<file path="config.mk">
export PLATFORM = sky130hd
export DESIGN_NAME = bcd_frame_scheduler
export DESIGN_NICKNAME = d
export VERILOG_FILES = /design/src/rtl/bcd_frame_scheduler.sv
export SDC_FILE = /design/constraint.sdc
export NUM_CORES = 1
export LEC_CHECK = 0
export ABC_AREA = 1
export CORE_UTILIZATION = 46
export CTS_CLUSTER_DIAMETER = 120
export DETAILED_ROUTE_END_ITERATION = 10
export PLACE_DENSITY = 0.78
export SLEW_MARGIN = 5
export SYNTH_ARGS = -nofsm -noshare
export SYNTH_HDL_FRONTEND = slang
export SYNTH_SLANG_ARGS = --single-unit
</file>
<file path="constraint.sdc">
create_clock -name clk -period 7.6 [get_ports clk]
set_input_delay 1.52 -clock clk [delete_from_list [all_inputs] [get_ports clk]]
set_output_delay 1.52 -clock clk [all_outputs]
set_load 0.02 [all_outputs]
</file>
<file path="src/rtl/bcd_frame_scheduler.sv">
// Shares one binary-to-BCD converter among N_VARS display variables. Each frame's inputs are
// snapshotted together, converted one at a time, and the packed results are held until the next frame.
module bcd_frame_scheduler #(
    parameter int N_VARS  = 4,
    parameter int MAX_VAL = 9999,
    parameter int TIMEOUT = 255
) (
    input  logic                  clk,
    input  logic                  reset,
    input  logic                  frame_start,
    input  logic [16*N_VARS-1:0]  vars,
    output logic                  bcd_load,
    output logic [15:0]           bcd_number,
    input  logic                  bcd_ready,
    input  logic [15:0]           bcd_digits,
    output logic [16*N_VARS-1:0]  bcd_out,
    output logic [N_VARS-1:0]     valid,
    output logic [N_VARS-1:0]     clamped,
    output logic                  busy,
    output logic                  done,
    output logic                  overrun
);
    localparam int               IDX_W     = (N_VARS > 1) ? $clog2(N_VARS) : 1;
    localparam logic [IDX_W-1:0] LAST_IDX  = IDX_W'(N_VARS - 1);
    localparam logic [7:0]       WAIT_LAST = 8'(TIMEOUT - 1);
    localparam logic [15:0]      MAX_NUM   = 16'(MAX_VAL);

    typedef enum logic [1:0] {S_IDLE, S_LOAD, S_WAIT, S_STORE} state_t;

    state_t                r_state;
    state_t                w_next;
    logic [16*N_VARS-1:0]  r_snap;
    logic [IDX_W-1:0]      r_idx;
    logic [7:0]            r_wcnt;
    logic [15:0]           w_cur;
    logic                  w_over;
    logic                  w_got;
    logic                  w_tmo;

    always_comb begin
        w_cur = '0;
        for (int i = 0; i < N_VARS; i++) begin
            if (r_idx == IDX_W'(i)) w_cur = r_snap[16*i +: 16];
        end
    end

    assign w_over = (w_cur > MAX_NUM);
    // The first WAIT cycle (count 0) may still see a ready level left over from the previous result.
    assign w_got  = bcd_ready && (r_wcnt != 8'd0);
    assign w_tmo  = (r_wcnt == WAIT_LAST);
    assign busy   = (r_state != S_IDLE);

    always_ff @(posedge clk or posedge reset) begin
        if (reset) r_state <= S_IDLE;
        else       r_state <= w_next;
    end

    always_comb begin
        w_next     = r_state;
        bcd_load   = 1'b0;
        bcd_number = '0;
        done       = 1'b0;
        case (r_state)
            S_IDLE:  if (frame_start) w_next = S_LOAD;
            S_LOAD: begin
                bcd_load   = 1'b1;
                bcd_number = w_over ? MAX_NUM : w_cur;
                w_next     = S_WAIT;
            end
            S_WAIT:  if (w_got || w_tmo) w_next = S_STORE;
            S_STORE: begin
                if (r_idx == LAST_IDX) begin
                    done   = 1'b1;
                    w_next = S_IDLE;
                end else begin
                    w_next = S_LOAD;
                end
            end
            default: w_next = S_IDLE;
        endcase
    end

    always_ff @(posedge clk or posedge reset) begin
        if (reset) begin
            r_snap  <= '0;
            r_idx   <= '0;
            r_wcnt  <= '0;
            bcd_out <= '0;
            valid   <= '0;
            clamped <= '0;
            overrun <= 1'b0;
        end else begin
            if (frame_start && busy) overrun <= 1'b1;
            case (r_state)
                S_IDLE: begin
                    if (frame_start) begin
                        r_snap <= vars;
                        r_idx  <= '0;
                    end
                end
                S_LOAD: begin
                    r_wcnt <= '0;
                    for (int i = 0; i < N_VARS; i++) begin
                        if (r_idx == IDX_W'(i)) clamped[i] <= w_over;
                    end
                end
                S_WAIT: begin
                    r_wcnt <= r_wcnt + 8'd1;
                    for (int i = 0; i < N_VARS; i++) begin
                        if (r_idx == IDX_W'(i)) begin
                            if (w_got) begin
                                bcd_out[16*i +: 16] <= bcd_digits;
                                valid[i]            <= 1'b1;
                            end else if (w_tmo) begin
                                valid[i]            <= 1'b0;
                            end
                        end
                    end
                end
                S_STORE: begin
                    if (r_idx != LAST_IDX) r_idx <= r_idx + 1'b1;
                end
                default: ;
            endcase
        end
    end

endmodule

</file>
Word-level counts from Yosys, hierarchy flattened
Cells that the tools add are included.

Output and inout bits: 92. Register bits after elaboration: 149.

Add/subtract/negate cells: 2. $lt $le $gt $ge: 1. Equal/unequal tests: 11. Mux-type cells: 19. Reduce and logical (&&, ||, !) cells: 25.

Operators by type and width (count): 16-bit two-way mux (6); 3-bit AND reduction (9); 16-bit by 14-bit greater-than comparator with 1-bit output (second input constant) (1); 8-bit one-hot mux with 2 select lines (1); 2-bit AND reduction (6); 8-bit by 1-bit adder with 8-bit output (second input constant) (1); 2-bit equality test (second input constant) (4); 8-bit equality test (second input constant) (1); 2-bit two-way mux (4); 2-bit != test (second input constant) (4); 2-bit one-hot mux with 4 select lines (1); 2-bit nonzero test (4); 8-bit nonzero test (1); 1-bit two-way mux (6); 2-bit by 1-bit equality test with 1-bit output (second input constant) (2); 2-bit zero test (2); 2-bit one-hot mux with 2 select lines (1); 2-bit by 1-bit adder with 2-bit output (second input constant) (1); 1-bit logical AND (2); 1-bit logical OR (1).

Logic depth before layout (Yosys ltp)
Depth in word-level cells: 8. Gate-level depth with buffers: 15. Depth with buffers taken out: 14.

Least setup slack after synthesis
No wires, ideal clock.

Kind: reg2out. Start: register r_idx[1]. End: output port bcd_number[11]. Path buffers: 2. Required time: 6.080 ns. Path slack: 4.091 ns. Data arrival time: 1.989 ns. Cell stages (with the launch flop): 12. Cell sequence: dfrtp_1 > inv_1 > ha_1 > buf_6 > buf_6 > a21oi_2 > nand2_1 > a21oi_2 > nand2_1 > a21oi_4 > nand3_4 > nor2_1.

Cells in the longest elaborated chain, start to end: 8. Elaborated cells between the ends (all ways): 11. Those cells by class: 1 x order compare; 3 x eq/ne; 6 x mux; 1 x reduce/logical.

RTL lines: start: declaration (line 33) `logic [IDX_W-1:0] r_idx;`; start signal: assignment (line 121) `if (r_idx != LAST_IDX) r_idx <= r_idx + 1'b1;`; 2-bit zero test (line 43) `if (r_idx == IDX_W'(i)) w_cur = r_snap[16*i +: 16];`; 16-bit two-way mux (3 in a row) (line 43); 16-bit two-way mux (*) (line 43); 16-bit by 14-bit greater-than comparator with 1-bit output (line 47) `assign w_over = (w_cur > MAX_NUM);`; 16-bit two-way mux (*) (line 67) `bcd_number = w_over ? MAX_NUM : w_cur;`; 16-bit two-way mux (*) (line 63) `case (r_state)`; end: declaration (line 13) `output logic [15:0] bcd_number,`.

Every way passes the cells marked *; elsewhere a longest branch is shown, timed or not.

Worst setup path after layout
Start: register r_idx[0]. End: output port bcd_number[3].

The elaborated chain is that of the path after synthesis.

==> impl_metrics.toml <==
[outcome]
status = "finished, final reports clean"

[global_route]
globalRoute.totalOverflow = 0
via_count_of_the_first_global_routing_pass = 5303
largest_net_degree_at_the_start_of_global_routing = 84
wire_length_of_the_first_global_routing_pass_mm = 26.4
grt_usage_pct = 23.3
grt_antenna_before_repair = 1

[synthesis]
synth_async_sr_flop_share_pct = 100
synth_top_cells_by_count = "159 x nand2_1, 149 x dfrtp_1, 71 x o21ai_0"
netlist_top_cells_area = "dfrtp_1 56%, nand2_1 8.9%, mux2_2 8.6%, o21ai_0 5.3%, inv_1 3.9%"
synth_cells = 696
netlist.area_leader.share_pct = 55.9
synth.yosys.seq_area_share_pct = 55.9
most_frequently_used_cell_type_in_the_post_synthesis_netlist = "nand2_1"
netlist.top_cell.by_area = "dfrtp_1"
syn_avg_cell_area_um2 = 9.58
ys.warnings.count = 0
synth_top_flop_cell = "dfrtp_1"
synth_edf_count = 0
netlist_area_um2 = 6670
number_of_different_library_cells_in_the_post_synthesis_netlist = 40
synth_seq_cells = 149

[power]
worst_ir_drop_vdd_v = 0.000235
leakage_nw = 4.22
power.density_cell_area_nw_per_um2 = 410

[sta]
post-route-period-util_pct = 67.6
clock_period_minus_worst_slack_ps = 5140
hold_viol_final = 0
setup-violations-final = 0
report.final.slew_viol_count = 0
finalSetupTns_ps = 0
actual_transition_at_the_worst_max_transition_pin_ps = 886
rsz0062_at_grt = "no"
achievable-frequency_ghz = 0.195
clock-skew-final_ps = 6.13
maxSlewHeadroom_pct = 40.9
fin_worst_hold_slack_ps = 460

[worst_hold_path]
timing.hold.worst.class = "reg2reg"

[worst_setup_path]
worst-endpoint-required_ps = 6080
critPathLaunchType = "flip-flop"
crit_type = "reg2out"
arrival_ps = 3620
setup.worst_path.end_class = "output pin"
highest_net_fanout_along_the_worst_path = 19

[cts]
root_buffer = "clkbuf_16"
cts_buffers = 17
post_cts_buffers = 0
cts_tree = "yes"
clk_pin_slew_ps = 60
cts_hold_buffers = 0
cts.sinks = 149
clk-insertion-delay-late_ps = 420
cts_max_path_buffers = 2
max_h_tree_level = 4
ctsResizeCount = 0

[placed_design]
place.port_buffers = 173
gp_congestion = 0.839
hpwl_after_detailed_placement_mm = 11.1

[finish]
antenna-diode-count = 0
synthToLayoutAreaGrowth_pct = 36.3
final_net_count = 957
final_layout_size_suffix_gt1_share_pct = 11.9

[floorplanning]
io_pins = 176
initial_utilization_pct = 47.7
design.core.area_um2 = 14000
floorplan.die_area_um2 = 15000
fp.dieW_um = 122
floorplan.rows = 43
chipHeight_um = 122

[route]
detailedRoute.firstPassIterationCount = 4
wire_per_inst_um = 15.4
route.detailed.vias_per_inst = 5.04
drt-total-wl_mm = 16.2
drc_errors = 0
route.vias.total = 5310
final_antenna_net_count = 0
drt_iter0_markers = 392

[flow_run]
max-cap-violations = 0
==> layer usage <==
layer	vias to the layer above	wire (um)	global-route usage, %
li1	2585	-	-
met1	2511	7010	29.6
met2	192	7330	36.2
met3	20	1700	10.2
met4	2	168	6.02
met5	-	13	0
==> cells by family after synthesis <==
kind of cell	after synthesis	share of synthesized area (%)
other	1	0.0562
multiplexers	51	8.61
buffers and inverters	106	6.83
adder cells (fa/ha/maj)	12	2.25
AO/OA/AOI/OAI	125	10.7
flip-flops	149	55.9
AND/OR/NAND/NOR	252	15.7
==> cell usage in the layout, fill, tap and decap left out, types with 2 or more instances in the layout <==
master	count
clkinv_2	3
o221ai_1	4
clkbuf_1	2
o21a_1	2
or2_2	4
buf_4	7
nor3_1	5
conb_1	2
bufinv_16	2
clkbuf_8	4
inv_1	68
o21ai_0	71
nor2_1	49
nor3b_1	2
a21oi_2	2
a21oi_1	30
clkdlybuf4s50_1	173
nand2_1	158
a22oi_1	4
dfrtp_1	149
ha_1	12
clkbuf_16	17
mux2_2	51
nand3_1	28
clkinvlp_4	2
nand3_4	2
==> power breakdown <==
group / switching (mW) / leakage (nW) / internal [mW]
logic: 0.878 / 2.08 / 0.720
registers: 0.181 / 1.86 / 1.12
clock network: 0.314 / 0.285 / 0.515
total: 1.37 / 4.22 / 2.35
==> final cells by class <==
class | instances | area (um^2)
Clock buffer | 23 | 488
Clock inverter | 8 | 98.8
Fill cell | 1149 | 4900
Inverter | 71 | 274
Multi-Input combinational cell | 442 | 2490
Sequential cell | 149 | 3730
Tap cell | 180 | 225
Timing Repair Buffer | 180 | 1780
==> critical path: stages (launching register included) <==
cell and delay [ps]:
dfrtp_1 410, inv_1 110, ha_1 680, inv_4 200, nor2_1 150, nor2_1 50, a21boi_0 200, nand2_1 160
nor2_1 220, nand3_4 190, nand3_1 110, nand2_1 50, inv_1 70, clkdlybuf4s50_1 590
==> final timing paths <==
check / start / endpoint / slack (ps) / depth (start not counted)
worst min-delay path: overrun$_DFFE_PP0P_ / overrun$_DFFE_PP0P_ / 460 / 1
worst max-delay path: r_idx[0]$_DFFE_PP0P_ / bcd_number[3] / 2460 / 13
worst max register to register: r_idx[0]$_DFFE_PP0P_ / clamped[0]$_DFFE_PP0P_ / 4930 / 12
min in group asynchronous: reset / r_snap[14]$_DFFE_PP0P_ / 1610 / 2
max in group asynchronous: reset / r_wcnt[0]$_DFFE_PP0P_ / 4670 / 3
worst min register to register: overrun$_DFFE_PP0P_ / overrun$_DFFE_PP0P_ / 460 / 1
==> metrics by stage <==
| stage | power (mW) | util (%) | setup slack (ps) | area, um^2 | instances |
|---|---|---|---|---|---|
| finish | 3.72 | 65.0 | 2460 | 9090 | 1053 |
| global route | 3.97 | 65.0 | 2120 | 9090 | 1053 |
| CTS | 3.74 | 65.0 | 2470 | 9090 | 1053 |
| detailed placement | 2.89 | 60.8 | 3000 | 8500 | 1022 |
| global placement | 2.86 | 60.8 | 3090 | 8500 | 1022 |
| floorplan | 2.28 | - | 2070 | 6670 | 697 |
==> flip-flops by register name (all words and copies together) (netlist names) <==
name and count:
valid 4, clamped 4, r_idx 2, bcd_out 64
r_wcnt 8, r_state 2, overrun 1, r_snap 64
No activity file was read; power rests on OpenSTA's default activity.
